$ cat config.mk
export PLATFORM = sky130hd
export DESIGN_NAME = instr_sequencer
export DESIGN_NICKNAME = d
export VERILOG_FILES = /design/src/rtl/instr_sequencer.sv
export SDC_FILE = /design/constraint.sdc
export NUM_CORES = 1
export LEC_CHECK = 0
export BUFFER_PORTS_ARGS = -buffer_cell sky130_fd_sc_hd__buf_2
export CORE_MARGIN = 2
export CORE_UTILIZATION = 40
export DETAILED_ROUTE_END_ITERATION = 12
export MAX_ROUTING_LAYER = met4
export PLACE_DENSITY = 0.63
export SLEW_MARGIN = 20
export SYNTH_ARGS = -nofsm -noshare
export SYNTH_HDL_FRONTEND = slang
export SYNTH_SLANG_ARGS = --single-unit
$ cat constraint.sdc
create_clock -name clk -period 4.8 [get_ports clk]
set_input_delay 0.24 -clock clk [delete_from_list [all_inputs] [get_ports clk]]
set_output_delay 0.24 -clock clk [all_outputs]
set_load 0.1 [all_outputs]
$ cat src/rtl/instr_sequencer.sv
// Byte-code instruction sequencer: fetches opcode and argument bytes, pops operands,
// runs the execute unit, writes back and advances the PC. Optional SEQ_INSTR_COUNT_EN adds instr_count.
module instr_sequencer (
  input  logic        clk,
  input  logic        rst_n,
  input  logic        start,
  input  logic [15:0] start_pc,
  output logic        prog_rd,
  output logic [15:0] prog_addr,
  input  logic [7:0]  prog_data,
  input  logic        prog_valid,
  output logic [7:0]  opcode,
  input  logic [1:0]  argc,
  input  logic [1:0]  stackargs,
  input  logic        stackwb,
  input  logic        isgoto,
  input  logic        iscmp,
  output logic        pop,
  output logic        push,
  input  logic        stack_empty,
  output logic        exec_start,
  input  logic        exec_done,
  input  logic        cmp_taken,
  output logic [15:0] args,
  output logic [15:0] pc,
  output logic        busy,
  output logic        halted,
  output logic        fault
`ifdef SEQ_INSTR_COUNT_EN
  ,
  output logic [31:0] instr_count
`endif
);

  typedef enum logic [2:0] {
    S_IDLE, S_FETCH_OP, S_FETCH_ARG, S_POP, S_EXEC, S_WB, S_NEXT, S_HALT
  } state_t;

  state_t      r_state;
  logic [15:0] r_pc;
  logic [7:0]  r_opcode;
  logic [15:0] r_args;
  logic        r_prog_rd;
  logic [15:0] r_prog_addr;
  logic        r_push;
  logic        r_exec_start;
  logic        r_halted;
  logic        r_fault;
  logic [1:0]  r_cnt;
  logic        r_cmp_taken;

  logic [1:0]  w_argc;
  logic        w_arg_done;
  logic        w_pop_done;
  logic        w_pop;
  logic        w_taken;
  logic        w_halt_op;
  logic [15:0] w_offset;
  logic [15:0] w_next_pc;
  logic [15:0] w_arg_addr;

  assign w_argc     = (argc == 2'd3) ? 2'd2 : argc;
  assign w_arg_done = (r_cnt == w_argc);
  assign w_pop_done = (r_cnt == stackargs);
  assign w_halt_op  = (prog_data == 8'hAC) || (prog_data == 8'hB0) || (prog_data == 8'hB1);
  assign w_taken    = isgoto || (iscmp && r_cmp_taken);
  // A single argument byte is an 8-bit signed offset; two bytes are already 16-bit.
  assign w_offset   = (w_argc == 2'd1) ? {{8{r_args[7]}}, r_args[7:0]} : r_args;
  assign w_next_pc  = w_taken ? (r_pc + w_offset) : (r_pc + 16'd1 + {14'd0, w_argc});
  assign w_arg_addr = r_pc + 16'd1 + {14'd0, r_cnt};

  // Pop is gated by the live stack_empty so a pulse is never issued against an empty stack.
  assign w_pop      = (r_state == S_POP) && !w_pop_done && !stack_empty;

  assign prog_rd    = r_prog_rd;
  assign prog_addr  = r_prog_addr;
  assign opcode     = r_opcode;
  assign args       = r_args;
  assign pc         = r_pc;
  assign pop        = w_pop;
  assign push       = r_push;
  assign exec_start = r_exec_start;
  assign halted     = r_halted;
  assign fault      = r_fault;
  assign busy       = (r_state != S_IDLE) && (r_state != S_HALT);

`ifdef SEQ_INSTR_COUNT_EN
  logic [31:0] r_instr_count;
  assign instr_count = r_instr_count;

  always_ff @(posedge clk or negedge rst_n) begin
    if (!rst_n) begin
      r_instr_count <= '0;
    end else if (r_state == S_IDLE && start) begin
      r_instr_count <= '0;
    end else if (r_state == S_NEXT) begin
      r_instr_count <= r_instr_count + 32'd1;
    end
  end
`endif

  // NOTE: all state uses non-blocking assignments so every register sees pre-edge values.
  always_ff @(posedge clk or negedge rst_n) begin
    if (!rst_n) begin
      r_state      <= S_IDLE;
      r_pc         <= '0;
      r_opcode     <= '0;
      r_args       <= '0;
      r_prog_rd    <= 1'b0;
      r_prog_addr  <= '0;
      r_push       <= 1'b0;
      r_exec_start <= 1'b0;
      r_halted     <= 1'b0;
      r_fault      <= 1'b0;
      r_cnt        <= '0;
      r_cmp_taken  <= 1'b0;
    end else begin
      case (r_state)
        S_IDLE: begin
          if (start) begin
            r_pc        <= start_pc;
            r_args      <= '0;
            r_prog_rd   <= 1'b1;
            r_prog_addr <= start_pc;
            r_state     <= S_FETCH_OP;
          end
        end
        S_FETCH_OP: begin
          if (r_prog_rd && prog_valid) begin
            r_prog_rd <= 1'b0;
            r_opcode  <= prog_data;
            if (w_halt_op) begin
              r_halted <= 1'b1;
              r_state  <= S_HALT;
            end else begin
              r_args  <= '0;
              r_cnt   <= '0;
              r_state <= S_FETCH_ARG;
            end
          end
        end
        // The first cycle here has no read pending, which gives the decoder a cycle to settle.
        S_FETCH_ARG: begin
          if (r_prog_rd) begin
            if (prog_valid) begin
              r_prog_rd <= 1'b0;
              r_args    <= {r_args[7:0], prog_data};
              r_cnt     <= r_cnt + 2'd1;
            end
          end else if (!w_arg_done) begin
            r_prog_rd   <= 1'b1;
            r_prog_addr <= w_arg_addr;
          end else begin
            r_cnt <= '0;
            if (stackargs == 2'd0) begin
              r_exec_start <= 1'b1;
              r_state      <= S_EXEC;
            end else begin
              r_state <= S_POP;
            end
          end
        end
        S_POP: begin
          if (w_pop_done) begin
            r_cnt        <= '0;
            r_exec_start <= 1'b1;
            r_state      <= S_EXEC;
          end else if (stack_empty) begin
            r_fault  <= 1'b1;
            r_halted <= 1'b1;
            r_state  <= S_HALT;
          end else begin
            r_cnt <= r_cnt + 2'd1;
          end
        end
        S_EXEC: begin
          r_exec_start <= 1'b0;
          if (exec_done && !r_exec_start) begin
            r_cmp_taken <= cmp_taken;
            if (stackwb) begin
              r_push  <= 1'b1;
              r_state <= S_WB;
            end else begin
              r_state <= S_NEXT;
            end
          end
        end
        S_WB: begin
          r_push  <= 1'b0;
          r_state <= S_NEXT;
        end
        S_NEXT: begin
          r_pc        <= w_next_pc;
          r_prog_rd   <= 1'b1;
          r_prog_addr <= w_next_pc;
          r_state     <= S_FETCH_OP;
        end
        S_HALT: begin
          r_state <= S_HALT;
        end
        default: begin
          r_state <= S_IDLE;
        end
      endcase
    end
  end

endmodule

==> impl_results.md, run 1 <==
* CTS clock-pin slew for the worst setup and hold paths at 0.06 ns
* Worst Clk Skew at 0.00920 ns
* # rows at 42
* CP top delay family: compound AO/OA/AOI/OAI gates
* WP buf/inv at 0
* Grt ovf at 0
* Via density at 5.86
* Worst-Margin Slew at 0.905 ns
* Worst skew pair latency at 0.35 ns
* Cells after Synth at 664
* Initial DRC count at 389
* Ys async rst share at 100%
* Final core utilization at 47.7%
* Largest net degree at the start of global routing at 68
* Fin. max-slew vios at 0
* Post-synth EDFFs at 0
* Gpl congestion at 0.926
* Core area at 13300 µm²
* Kind of critical path: register to register
* Max clock buf depth at 2
* #FFs+latches synth at 67
* Postcts setup bufs at 0
* Area delta synth->final at 15.6%
* Delay of the slowest critical-path stage at 0.54 ns
* Outcome: complete, no violations
* Yosys top cell by area: dfrtp_1
* Final WL at 18100 µm
* Post-CTS Hold Fix Bufs at 0
* Worst Setup Start Kind: register
* CTS root buf: clkbuf_16
* Final Hold Fails at 0
* Detail Route Antenna Nets at 0
* Die Y at 121 µm
* Die width at 121 µm
* Tot GR Track Use at 26.0%
* First-pass GRT wire length at 28500 µm
* Vias in the first global route at 5173
* Commonest non-fill, non-tap cell in the layout: buf_2
* N_diodes at 0
* I/O pins at 101
* Max frequency at 294 MHz
* H-tree levels at 3
* Ys flop type: dfrtp_1
* Port buffer count at 100
* Starting Density at 41.3%
* Die area at 14700 µm²
* Hold Crit Class: input pin to asynchronous set/reset pin
* Fin nets at 805
* Via count at 5403
* Syn Std Cell Area at 5490 µm²
* CP Capture Type: register
* Initial antenna violation count at 0
* CTS tree: yes
* DP HPWL at 13300 µm
* Slowest-stage cell, CP: dfrtp_1
* Drt first pass iters at 5
* Rel. slew slack at 39.7%
* Synth top area cells: dfrtp_1, o21ai_0, ha_1
* CTS buffer count at 9
* Max_cap viols at 0
* Sequential fraction of the synthesis area at 30.6%
* Sink Count at 67
* Cell variety after synth at 81
* Ordered list of cells on the worst path: ha_1 -> fa_1 -> a211oi_2 -> o21ai_0 -> a31o_2 -> and3_1 -> o31a_1 -> xor2_1 -> o22ai_1 -> o31ai_1
* Critical path peak fanout at 14
* Post-CTS resize count at 0
* Count of final setup violators at 0
* Syn. warnings at 0
* DRC at 0
* Mean Syn Cell Area at 8.26 µm²
* CP arrival at 3.64 ns
* Area share of the largest cell type after synthesis at 30.6%
* Share of layout cells above drive strength 1 at 21.3%
* RSZ-0062 raised after global routing: no
* Wirelength per Cell at 19.6 µm
* Critical Path RT at 5.04 ns
* Most frequent cells in the layout: buf_2, o21ai_0, nand2_1, dfrtp_1, nor2_1
* Tmin final at 3.40 ns
* Final Cycle Share at 70.7%
* Min Hold Slack at 0.107 ns
* TNS Setup at 0 ns
* Syn_nets at 727
## layer usage
layer  GRT usage [%]  vias up  part of all wire (%)
li1                -     2546                     -
met1            35.8     2625                    46
met2            39.3      205                    46
met3            3.43       27                   5.8
met4            9.01        0                   2.2
met5               -        -                     0
## synth_stat cells (10+ instances only)
library cell,n
a21oi_1,39
o21ai_0,72
nand3_1,28
dfrtp_1,67
a21o_1,13
ha_1,22
xor2_1,19
nor2_1,54
a31oi_1,13
clkbuf_1,21
inv_1,33
nand2_1,67
xnor2_1,31
nand2b_1,10
## state kept, by name, summed over array words and instances (netlist names)
signal / count
pc: 16
fault: 1
opcode: 8
halted: 1
args: 16
prog_addr: 16
r_cnt: 2
push: 1
r_state: 3
r_cmp_taken: 1
prog_rd: 1
exec_start: 1
## worst paths after layout
path | start | cells after the start | to | slack (ns)
max reg2reg | pc[0] | 10 | pc[12] | 1.40
min in group clk | cmp_taken | 2 | r_cmp_taken | 0.14
max | pc[0] | 10 | pc[12] | 1.40
min | rst_n | 2 | pc[15] | 0.11
max in group asynchronous | rst_n | 2 | pc[6] | 4.11
min reg2reg | fault | 1 | fault | 0.47
## layout make-up
| type | instances | area [µm²] |
|---|---|---|
| clock buffer | 10 | 239 |
| sequential | 67 | 1680 |
| multi-input combinational | 525 | 3460 |
| inverter | 33 | 124 |
| clock inverter | 5 | 77.6 |
| fill | 1287 | 6950 |
| tap | 176 | 220 |
| timing repair buffer | 106 | 546 |
## worst register-to-register path, delay by kind of cell (launching register included)
| family | cells | cell delay, ns |
|---|---|---|
| AO/OA/AOI/OAI | 6 | 1.53 |
| XOR/XNOR | 1 | 0.28 |
| adder cells (fa/ha/maj) | 2 | 0.73 |
| flip-flops | 1 | 0.54 |
| AND/OR/NAND/NOR | 1 | 0.20 |
## logic make-up after synthesis
group | after synthesis | synth area share [%]
and+or+nand+nor | 227 | 21.5
AOI/OAI and AO/OA | 209 | 24.3
buffers and inverters | 72 | 6.64
DFF | 67 | 30.6
xor gates and xnor gates | 51 | 8.28
adders and majority gates | 25 | 6.11
muxes | 13 | 2.58
## through the flow
stage               setup WS, ns  std cells  area, µm²
global placement            1.56        907       6020
CTS                         1.44        922       6330
finish                      1.40        922       6340
floorplan                   1.59        664       5490
detailed placement          1.49        907       6020
global route                1.22        922       6340
Power of run 1 is not shown: default switching activity piles up to over one toggle a cycle in this logic, so the estimate is an artifact.
==> run 2: changes to the inputs <==
- PLACE_DENSITY: 0.63 -> 0.65
- clock period: 4.8 -> 2.9 ns (I/O delays scaled with it)
==> impl_results.md, run 2 (synthesized netlist as in run 1, its figures left out) <==
* Via count at 5538 (+2.5%)
* H-tree levels at 3 (unchanged)
* Drt first pass iters at 5 (unchanged)
* CP Capture Type: register
* Max_cap viols at 0 (unchanged)
* Port buffer count at 100 (unchanged)
* Commonest non-fill, non-tap cell in the layout: buf_2
* Max clock buf depth at 2 (unchanged)
* CTS buffer count at 9 (unchanged)
* Worst-Margin Slew at 0.742 ns (-0.163 ns)
* Max frequency at 355 MHz (+20%)
* Most frequent cells in the layout: buf_2, o21ai_0, nand2_1, dfrtp_1, nor2_1
* Core area at 13300 µm² (unchanged)
* CTS clock-pin slew for the worst setup and hold paths at 0.06 ns (about the same)
* DRC at 0 (unchanged)
* # rows at 42 (unchanged)
* Tot GR Track Use at 27.2% (+1.2 points)
* I/O pins at 101 (unchanged)
* Vias in the first global route at 5482 (+6.0%)
* Min Hold Slack at 0.0383 ns (-0.0688 ns)
* Detail Route Antenna Nets at 0 (unchanged)
* Worst Clk Skew at 0.00681 ns (-0.00239 ns)
* Hold Crit Class: input pin to register
* Grt ovf at 0 (unchanged)
* Final Hold Fails at 0 (unchanged)
* Critical Path RT at 3.15 ns (-1.89 ns)
* Multi-input gate area in the final layout at 3530 µm² (+1.9%)
* CTS root buf: clkbuf_16
* CTS tree: yes
* Tmin final at 2.82 ns (-0.575 ns)
* Fin nets at 850 (+5.6%)
* Via density at 5.72 (-2.4%)
* RSZ-0062 raised after global routing: yes
* Die width at 121 µm (unchanged)
* Fillcell total at 1283 (-0.31%)
* Worst skew pair latency at 0.35 ns (about the same)
* Share of layout cells above drive strength 1 at 28.5% (+7.2 points)
* Placed Area at 6370 µm² (+5.8%)
* Starting Density at 41.3% (unchanged)
* Count of final setup violators at 0 (unchanged)
* Pre-CTS setup slack at -0.0823 ns (-1.58 ns)
* Die area at 14700 µm² (unchanged)
* Initial DRC count at 386 (-0.77%)
* Gpl congestion at 0.959 (+3.5%)
* Area delta synth->final at 22.6%
* Largest net degree at the start of global routing at 48 (-29%)
* Fin. max-slew vios at 0 (unchanged)
* CP arrival at 3.08 ns (-0.56 ns)
* Kind of critical path: register to register
* N_diodes at 0 (unchanged)
* R2R Setup Slk at 0.08 ns (-1.32 ns)
* Final Cell Area at 6730 µm² (+6.1%)
* First-pass GRT wire length at 29700 µm (+4.3%)
* Final Cycle Share at 97.3% (+27 points)
* Critical path peak fanout at 4 (-10)
* Final WL at 18800 µm (+3.9%)
* Initial antenna violation count at 0 (unchanged)
* Storage cell area at 1690 µm² (+0.90%)
* Wirelength per Cell at 19.4 µm (-1.0%)
* Outcome: complete, no violations
* Sink Count at 67 (unchanged)
* Die Y at 121 µm (unchanged)
* Setup ws final at 0.0793 ns (-1.32 ns)
* Rel. slew slack at 50.2% (+10 points)
* Worst Setup Start Kind: register
* DP HPWL at 14500 µm (+8.8%)
[run 2: repair_timing]
action | CTS | global route
pin swaps | 3 | 3
buffers inserted | 0 | 0
endpoints found under the setup margin | 2 | 15
hold endpoints to repair | 45 | 0
gates cloned | 0 | 0
hold buffers | 1 | 0
gates resized for setup | 2 | 13
[run 2: critical path: stages, from the launching register on]
cell and delay, ns:
dfrtp_4 0.50, ha_2 0.20, fa_2 0.37, a211oi_4 0.30, o21ai_1 0.10, a31o_2 0.27
and3_1 0.18, o31a_1 0.31, xor2_2 0.18, o22ai_2 0.10, o31ai_1 0.22
[run 2: final cells by class]
cell class                 count  area share (%)
tap                          176            3.27
inverter                      33            1.84
multi-input combinational    525            52.4
clock inverter                 7           0.781
sequential                    67            25.1
timing repair buffer         151            13.2
clock buffer                   9            3.35
[run 2: metrics by stage]
| step | TNS (ns) | instances | utilization (%) |
|---|---|---|---|
| floorplan | -0.00858 | 664 | - |
| global placement | -0.0417 | 951 | 47.9 |
| detailed placement | -0.114 | 951 | 47.9 |
| CTS | 0 | 968 | 50.1 |
| global route | -0.0216 | 968 | 50.6 |
| finish | 0 | 968 | 50.6 |
[run 2: final timing paths]
| kind | startpoint | endpoint | cells after the start |
|---|---|---|---|
| worst max-delay path | pc[0] | pc[12] | 10 |
| worst min-delay path | cmp_taken | r_cmp_taken | 2 |
| worst max register to register | pc[0] | pc[12] | 10 |
| worst min register to register | fault | fault | 1 |
| max in group asynchronous | rst_n | prog_addr[5] | 3 |
| min in group asynchronous | rst_n | opcode[7] | 2 |
[run 2: per-layer routing]
layer	up-vias	GRT usage [%]	wire length (µm)
li1	2640	-	-
met1	2648	37.8	8820
met2	214	40.9	8410
met3	36	3.38	1120
met4	0	9.23	452
met5	-	-	0
Power of run 2 is left out for the same reason.
